$ cat src/rtl/response_router_pkg.sv
// response_router_pkg: shared widths, port encoding and entry types for the response return path
package response_router_pkg;
    localparam int DATA_WIDTH = 8;
    localparam int ID_WIDTH = 3;
    localparam int RESP_FIFO_DEPTH = 4;
    localparam logic PORT_1 = 1'b0;
    localparam logic PORT_2 = 1'b1;
    typedef struct packed {
        logic [DATA_WIDTH-1:0] data;
        logic [ID_WIDTH-1:0]   id;
    } resp_t;
endpackage

$ cat src/rtl/response_router_resp_fifo.sv
// resp_fifo: first-word-fall-through FIFO with wrap-bit pointers, head forced to zero when empty
module resp_fifo #(
    parameter int WIDTH = 11,
    parameter int DEPTH = 4
) (
    input  logic                       clk,
    input  logic                       reset,
    input  logic                       push,
    input  logic [WIDTH-1:0]           din,
    input  logic                       pop,
    output logic [WIDTH-1:0]           dout,
    output logic                       full,
    output logic                       empty,
    output logic [$clog2(DEPTH):0]     count
);
    localparam int AW = $clog2(DEPTH);
    logic [WIDTH-1:0] mem [DEPTH];
    logic [AW:0]      wr_ptr, rd_ptr;
    assign full  = (wr_ptr[AW] != rd_ptr[AW]) && (wr_ptr[AW-1:0] == rd_ptr[AW-1:0]);
    assign empty = wr_ptr == rd_ptr;
    assign count = wr_ptr - rd_ptr;
    assign dout  = empty ? '0 : mem[rd_ptr[AW-1:0]];
    // push drops silently when full; pop is ignored when empty
    always_ff @(posedge clk) begin
        if (reset) begin
            wr_ptr <= '0;
            rd_ptr <= '0;
        end else begin
            if (push && !full) begin
                mem[wr_ptr[AW-1:0]] <= din;
                wr_ptr <= wr_ptr + (AW+1)'(1);
            end
            if (pop && !empty) rd_ptr <= rd_ptr + (AW+1)'(1);
        end
    end
endmodule

$ cat src/rtl/response_router.sv
// response_router: steers resource responses to the issuing port, tracks credits and flags protocol errors
module response_router
    import response_router_pkg::*;
#(
    parameter int FIFO_DEPTH = RESP_FIFO_DEPTH
) (
    input  logic                  clk,
    input  logic                  reset,
    input  logic                  in_issue_valid,
    input  logic                  in_issue_choice,
    input  logic [ID_WIDTH-1:0]   in_issue_id,
    input  logic [DATA_WIDTH-1:0] in_data,
    input  logic [ID_WIDTH-1:0]   in_id,
    input  logic                  in_valid,
    output logic                  out_block_1,
    output logic                  out_block_2,
    output logic [DATA_WIDTH-1:0] out_data_1,
    output logic [ID_WIDTH-1:0]   out_id_1,
    output logic                  out_valid_1,
    input  logic                  in_ready_1,
    output logic [DATA_WIDTH-1:0] out_data_2,
    output logic [ID_WIDTH-1:0]   out_id_2,
    output logic                  out_valid_2,
    input  logic                  in_ready_2,
    output logic                  out_error
);
    localparam int CW = $clog2(FIFO_DEPTH) + 1;
    localparam logic [CW-1:0] FULL_CREDITS = CW'(FIFO_DEPTH);
    logic [2**ID_WIDTH-1:0] src_valid, src_port;
    logic [CW-1:0] reserved_1, reserved_2, reserved_1_next, reserved_2_next;
    logic [CW-1:0] unused_count_1, unused_count_2;
    logic hit, push_1, push_2, pop_1, pop_2, issue_1, issue_2;
    logic full_1, full_2, empty_1, empty_2, err_next;
    resp_t incoming, head_1, head_2;

    function automatic logic [CW-1:0] credit_next(input logic [CW-1:0] r, input logic inc, input logic dec);
        return (inc && !dec && r != FULL_CREDITS) ? r + CW'(1) :
               (dec && !inc && r != '0)           ? r - CW'(1) : r;
    endfunction

    // decode routing, pops, issues, next credits and the error condition
    always_comb begin
        hit             = in_valid && src_valid[in_id];
        push_1          = hit && src_port[in_id] == PORT_1;
        push_2          = hit && src_port[in_id] == PORT_2;
        pop_1           = !empty_1 && in_ready_1;
        pop_2           = !empty_2 && in_ready_2;
        issue_1         = in_issue_valid && in_issue_choice == PORT_1;
        issue_2         = in_issue_valid && in_issue_choice == PORT_2;
        reserved_1_next = credit_next(reserved_1, issue_1, pop_1);
        reserved_2_next = credit_next(reserved_2, issue_2, pop_2);
        incoming        = '{data: in_data, id: in_id};
        err_next        = (in_valid && !src_valid[in_id]) ||
                          (issue_1 && out_block_1) || (issue_2 && out_block_2) ||
                          (in_issue_valid && src_valid[in_issue_id] && !(hit && in_id == in_issue_id)) ||
                          (push_1 && full_1) || (push_2 && full_2);
    end

    // source table: a response frees its entry, then a same-cycle issue rewrites it
    always_ff @(posedge clk) begin
        if (reset) begin
            src_valid <= '0;
            src_port  <= '0;
        end else begin
            if (hit) src_valid[in_id] <= 1'b0;
            if (in_issue_valid) begin
                src_valid[in_issue_id] <= 1'b1;
                src_port[in_issue_id]  <= in_issue_choice;
            end
        end
    end

    // credits, block flags from next-state credits, and the registered error pulse
    always_ff @(posedge clk) begin
        if (reset) begin
            reserved_1  <= '0;
            reserved_2  <= '0;
            out_block_1 <= 1'b0;
            out_block_2 <= 1'b0;
            out_error   <= 1'b0;
        end else begin
            reserved_1  <= reserved_1_next;
            reserved_2  <= reserved_2_next;
            out_block_1 <= reserved_1_next == FULL_CREDITS;
            out_block_2 <= reserved_2_next == FULL_CREDITS;
            out_error   <= err_next;
        end
    end

    resp_fifo #(.WIDTH($bits(resp_t)), .DEPTH(FIFO_DEPTH)) u_fifo_1 (
        .clk(clk), .reset(reset), .push(push_1), .din(incoming), .pop(pop_1),
        .dout(head_1), .full(full_1), .empty(empty_1), .count(unused_count_1)
    );

    resp_fifo #(.WIDTH($bits(resp_t)), .DEPTH(FIFO_DEPTH)) u_fifo_2 (
        .clk(clk), .reset(reset), .push(push_2), .din(incoming), .pop(pop_2),
        .dout(head_2), .full(full_2), .empty(empty_2), .count(unused_count_2)
    );

    assign out_valid_1 = !empty_1;
    assign out_data_1  = head_1.data;
    assign out_id_1    = head_1.id;
    assign out_valid_2 = !empty_2;
    assign out_data_2  = head_2.data;
    assign out_id_2    = head_2.id;
endmodule
$ cat config.mk
export PLATFORM = sky130hd
export DESIGN_NAME = response_router
export DESIGN_NICKNAME = d
export VERILOG_FILES = /design/src/rtl/response_router_pkg.sv /design/src/rtl/response_router_resp_fifo.sv /design/src/rtl/response_router.sv
export SDC_FILE = /design/constraint.sdc
export NUM_CORES = 1
export LEC_CHECK = 0
export ABC_CLOCK_PERIOD_IN_PS = 2600
export CORE_MARGIN = 8
export CORE_UTILIZATION = 53
export CTS_BUF_LIST = sky130_fd_sc_hd__clkbuf_16
export DETAILED_ROUTE_END_ITERATION = 10
export PLACE_DENSITY = 0.76
export SETUP_SLACK_MARGIN = 0.3
export SLEW_MARGIN = 20
export SYNTH_ARGS = -nofsm -noshare
export SYNTH_HDL_FRONTEND = slang
export SYNTH_HIERARCHICAL = 1
export SYNTH_SLANG_ARGS = --single-unit
$ cat constraint.sdc
create_clock -name clk -period 2.6 [get_ports clk]
set_input_delay 0.52 -clock clk [delete_from_list [all_inputs] [get_ports clk]]
set_output_delay 0.52 -clock clk [all_outputs]
set_load 0.01 [all_outputs]
==> results.toml, run 1 <==
[outcome]
status = "completed"

[clock_network]
ctsRootBufferMaster = "clkbuf_16"
postCtsHoldBufs = 0
clkSinkCount = 129
cts_tree = "built"
numCtsBuffers = 17
clockBufferDepth = 2
clk_pin_slew_ps = 60
clk_latency_ps = 410
htreeDepth = 4

[critical_path]
critPathKind = "flop to output port"
endpoint_kind = "output port"
critPathBufInv = 5
critPathMaxStageDelay_ps = 360
crit_arrival_ps = 1870
start_kind = "flop"
crit_required_ps = 2080
crit_chain = "inv_4, ha_4, nand2_4, nor2_4, buf_12, buf_12, buf_12, nor2b_4, buf_6"
worst_path_most_repeated_cell = "buf_12"
critPathSlowestCell = "dfxtp_4"
cp_max_fo = 5
cp_top_family = "buffers and inverters"

[cells_and_area]
layout.nets = 633
diodes = 0
fin_util_pct = 73.2
areaGrowthSynthToFinish_pct = 35.2
fin_area_um2 = 8360
drive_gt1_share_pct = 37.4

[power]
power.total_mw = 5.69
pwr-share-comb_pct = 21.5
sw_frac_of_total_pct = 26.1
worst_ir_drop_vdd_mv = 0.637
p_leak_nw = 3.10
p_int_mw = 4.21
p_seq_share_pct = 39.9
power_density_nw_per_um2 = 681
p_clk_share_pct = 38.6
switchingPower_mw = 1.49

[drt]
drt-initial-drc-count = 280
wire_per_inst_um = 20.9
antenna_left = 0
first_pass_iters = 5
vias = 4501
viasPerCell = 6.02
drt-total-wl_um = 15700
drc_errors = 0

[global_route]
grt_pass1_wl_um = 24300
gr-total-overflow = 0
grt_pass1_vias = 4556
antenna_found_initial = 0
grt_start_max_net_pins = 25
gr-usage-all-layers_pct = 21.3

[yosys]
synth.net_count = 509
postSynthAreaPerCell_um2 = 13.2
postSynthCellCount = 468
synth_area_um2 = 6180
synth_warnings = 6

[placement]
gp_congestion = 0.845
place_area_um2 = 7050
io_buffers = 47
hpwlAfterDp_um = 9180

[floorplan]
rows = 39
chipHeight_um = 124
initial_core_util_pct = 54.1
die_w_um = 124
die_area_um2 = 15400
io_pins = 48
core_region_area_um2 = 11400

[sta]
min_period_ps = 2390
maxSlewViolCount = 0
slew-limit-headroom_pct = 51.3
period_share_pct = 92.1
finalSetupTns_ps = 0
max_freq_ghz = 0.418
worst_slew_pin_slew_ps = 730
setup_violations = 0
finalClockSkew_ps = 8.69
rsz0062_at_grt = "true"
finalHoldViolations = 0

[job]
drv_cap = 0

[worst_hold_path]
worstHoldPathType = "flop to flop"
==> path summary, 6_finish.rpt <==
path / from / to / slack, ps / cells past startpoint
worst max-delay path: u_fifo_1/wr_ptr[0]$_SDFFE_PP0P_ / out_id_1[2] / 210 / 9
worst min-delay path: src_port[2]$_SDFFE_PP0P_ / src_port[2]$_SDFFE_PP0P_ / 480 / 2
worst max register to register: u_fifo_1/wr_ptr[0]$_SDFFE_PP0P_ / flop / 380 / 12
worst min register to register: src_port[2]$_SDFFE_PP0P_ / src_port[2]$_SDFFE_PP0P_ / 480 / 2
==> layer usage <==
layer	routed length, µm	up-vias	global-route usage [%]
li1	-	2065	-
met1	6250	2242	25.2
met2	7990	170	36.8
met3	1150	24	6.12
met4	272	0	6.54
met5	0	-	0
==> cell type report <==
cell class,instances,area [µm²]
inverter,21,86.3
tap,143,179
multi-input combinational,305,2800
fill,688,3060
clock buffer,17,425
sequential,129,3490
clock inverter,15,120
timing repair buffer,118,1260
==> metrics by stage <==
| stage | hold slack, ps | setup WS [ps] | instances |
|---|---|---|---|
| 2_1_floorplan | 436 | 303 | 468 |
| 3_3_place_gp | 458 | -231 | 672 |
| 3_5_place_dp | 456 | -279 | 672 |
| 4_1_cts | 475 | 236 | 740 |
| 5_1_grt | 500 | 146 | 748 |
| 6_report | 478 | 206 | 748 |
==> sequential cells by signal, summed over array words and instances, names as in the netlist, named ones only <==
signal,cells
u_fifo_2/mem,44
out_block_2,1
reserved_2,3
u_fifo_2/wr_ptr,3
src_valid,8
src_port,8
u_fifo_1/wr_ptr,3
u_fifo_1/mem,44
reserved_1,3
u_fifo_1/rd_ptr,3
out_block_1,1
u_fifo_2/rd_ptr,3
out_error,1
==> power groups by stage <==
stage	sequential (mW)	clock, mW	combinational (mW)
floorplan	2.30	0	0.526
global placement	2.31	0	0.797
detailed placement	2.31	0	0.833
CTS	2.27	2.20	1.12
global route	2.28	2.30	1.30
finish	2.27	2.20	1.22
==> cell usage in the layout, fill, tap and decap left out, types with 18 or more instances in the layout <==
| cell | n |
|---|---|
| edfxtp_1 | 88 |
| buf_4 | 47 |
| buf_6 | 29 |
| dfxtp_1 | 28 |
| nand2_1 | 24 |
| a21oi_1 | 22 |
| mux4_2 | 22 |
| nor2_1 | 20 |
| clkdlybuf4s50_1 | 20 |
| nor2b_4 | 18 |
==> worst reg2reg max path: cells and delay by family (launching register included) <==
| kind | cells | cell delay, ps |
|---|---|---|
| AO/OA/AOI/OAI | 2 | 380 |
| adder cells (fa/ha/maj) | 1 | 270 |
| buffers and inverters | 5 | 500 |
| flip-flops | 1 | 360 |
| AND/OR/NAND/NOR | 4 | 580 |
==> repair_timing <==
| item | CTS | global route |
|---|---|---|
| endpoints found under the hold margin | 0 | 0 |
| pin swaps | 15 | 9 |
| gates cloned | 13 | 0 |
| gates resized for setup | 166 | 26 |
| setup endpoints to repair | 128 | 79 |
| setup buffers | 23 | 8 |
No activity file was read; power rests on OpenSTA's default activity.
==> inputs of run 2 (changes only) <==
Settings changed: SETUP_SLACK_MARGIN 0.3 to 0.02, TNS_END_PERCENT set to 10.
==> results.toml, run 2 (same netlist as run 1, synthesis figures left out) <==
[clock_network]
cts_tree = "built"
clkSinkCount = 129
clockBufferDepth = 2
numCtsBuffers = 17
clk_pin_slew_ps = 50
htreeDepth = 4
ctsRootBufferMaster = "clkbuf_16"
clk_latency_ps = 420

[critical_path]
critPathKind = "flop to output port"
r2r_slack_ps = 170
timing.critical_path.to = "out_data_2[7]"
reg2reg_from = "u_fifo_2/wr_ptr[0]$_SDFFE_PP0P_"
crit_required_ps = 2080
crit_arrival_ps = 1970
critPathLaunch = "u_fifo_2/wr_ptr[0]$_SDFFE_PP0P_"
cp_max_fo = 4
critPathMaxStageDelay_ps = 330
endpoint_kind = "output port"
critPathSlowestCell = "ha_1"
rr_worst_depth = 11
r2r-end = "out_block_2$_SDFF_PP0_"
crit_chain = "inv_1, ha_1, nand2_2, nor2_4, and2b_2, dlygate4sd2_1"
start_kind = "flop"

[placement]
gp_congestion = 0.892
dp_slack_ps = -466
dp_cells = 677
io_buffers = 47
hpwlAfterDp_um = 8990

[drt]
viasPerCell = 5.83
drt-initial-drc-count = 400
drc_errors = 0
first_pass_iters = 4
antenna_left = 0
wire_per_inst_um = 18.2
drt-total-wl_um = 12900
vias = 4128

[floorplan]
chipHeight_um = 124
rows = 39
core_region_area_um2 = 11400
die_w_um = 124
die_area_um2 = 15400
initial_core_util_pct = 54.1
io_pins = 48

[power]
p_leak_nw = 2.88
worst_ir_drop_vdd_mv = 0.690
power_density_nw_per_um2 = 677

[cells_and_area]
stdcell_count = 708
layout.nets = 595
fillCellCount = 809
areaGrowthSynthToFinish_pct = 24.0
diodes = 0
final_common_cell = "edfxtp_1"
drive_gt1_share_pct = 23.7
final_cell_mix = "edfxtp_1, dfxtp_1, buf_4"

[global_route]
grt_pass1_vias = 4123
grt_pass1_wl_um = 21000
gr-usage-all-layers_pct = 18.0
gr-total-overflow = 0
antenna_found_initial = 0
grt_start_max_net_pins = 19

[sta]
worst_slew_pin_slew_ps = 489
min_period_ps = 2490
setup_violations = 0
rsz0062_at_grt = "true"
finalHoldViolations = 0
period_share_pct = 95.6
maxSlewViolCount = 0
finalClockSkew_ps = 8.48
slew-limit-headroom_pct = 67.0
max_freq_ghz = 0.402
setup_ws_ps = 114

[outcome]
status = "completed"

[worst_hold_path]
worstHoldPathType = "flop to flop"

[job]
drv_cap = 0
==> run 2: cell count changes in the layout (fill, tap and decap cells not counted), sizes merged <==
cell,delta
clkinvlp,-1
and3,-8
buf,-53
clkinv,-1
clkdlybuf4s15,-1
clkdlybuf4s50,+2
dlymetal6s2s,+1
dlygate4sd2,+21
==> run 2: report_power, final <==
| group | switching, mW | internal (mW) |
|---|---|---|
| Sequential | 0.0328 | 2.23 |
| Clock | 0.823 | 1.28 |
| Combinational | 0.427 | 0.392 |
| Total | 1.28 | 3.91 |
==> run 2: through the flow <==
stage	util [%]	hold WS [ps]	cell area (µm²)	setup TNS [ps]	total power, mW
after floorplan	-	436	6180	-192	2.82
after global placement	61.9	465	7070	-30440	3.11
after detailed placement	61.9	461	7070	-36870	3.14
after CTS	66.8	469	7630	0	5.23
after global routing	67.1	496	7670	-28.0	5.41
final	67.1	467	7670	0	5.19
==> run 2: worst min-delay path by stage <==
stage,end,start,cells past startpoint,slack (ps)
floorplan,src_port[0]$_SDFFE_PP0P_,src_port[0]$_SDFFE_PP0P_,2,440
CTS,src_port[0]$_SDFFE_PP0P_,src_port[0]$_SDFFE_PP0P_,2,470
detailed placement,src_port[0]$_SDFFE_PP0P_,src_port[0]$_SDFFE_PP0P_,2,460
global placement,src_port[2]$_SDFFE_PP0P_,src_port[2]$_SDFFE_PP0P_,2,460
finish,src_port[0]$_SDFFE_PP0P_,src_port[0]$_SDFFE_PP0P_,2,470
global route,src_port[2]$_SDFFE_PP0P_,src_port[2]$_SDFFE_PP0P_,2,500
==> run 2: worst max-delay path: cells and delay by family (launching register included) <==
kind	cells	cell delay (ps)
adder cells (fa/ha/maj)	1	330
buffers and inverters	2	360
flip-flops	1	320
AND/OR/NAND/NOR	3	530
==> run 2: cell type report <==
class                           instances  area (µm²)  share of cell area [%]
Sequential cell                       129        3470                    45.2
Multi-Input combinational cell        297        2580                    33.7
Timing Repair Buffer                   88         833                    10.9
Clock buffer                           17         425                    5.55
Tap cell                              143         179                    2.33
Clock inverter                         13         100                    1.31
Inverter                               21        78.8                    1.03
==> run 2: repair_timing <==
action                                  CTS  global route
gates resized for setup                  41             8
setup buffers                             1             0
endpoints found under the setup margin   69            49
pin swaps                                 2             1
hold buffers                              0             0
==> run 2: per-layer routing <==
metal	track usage, %	part of all wire [%]	up-vias
li1	-	-	1955
met1	23.1	43	2033
met2	27.6	48	118
met3	5.39	6.9	22
met4	8.10	1.9	0
met5	0	0	-
==> inputs of run 3 (changes only) <==
Settings changed: CTS_CLUSTER_DIAMETER set to 50.
==> results of run 3 <==
The final DEF is identical to that of run 2; final timing and power are the same.
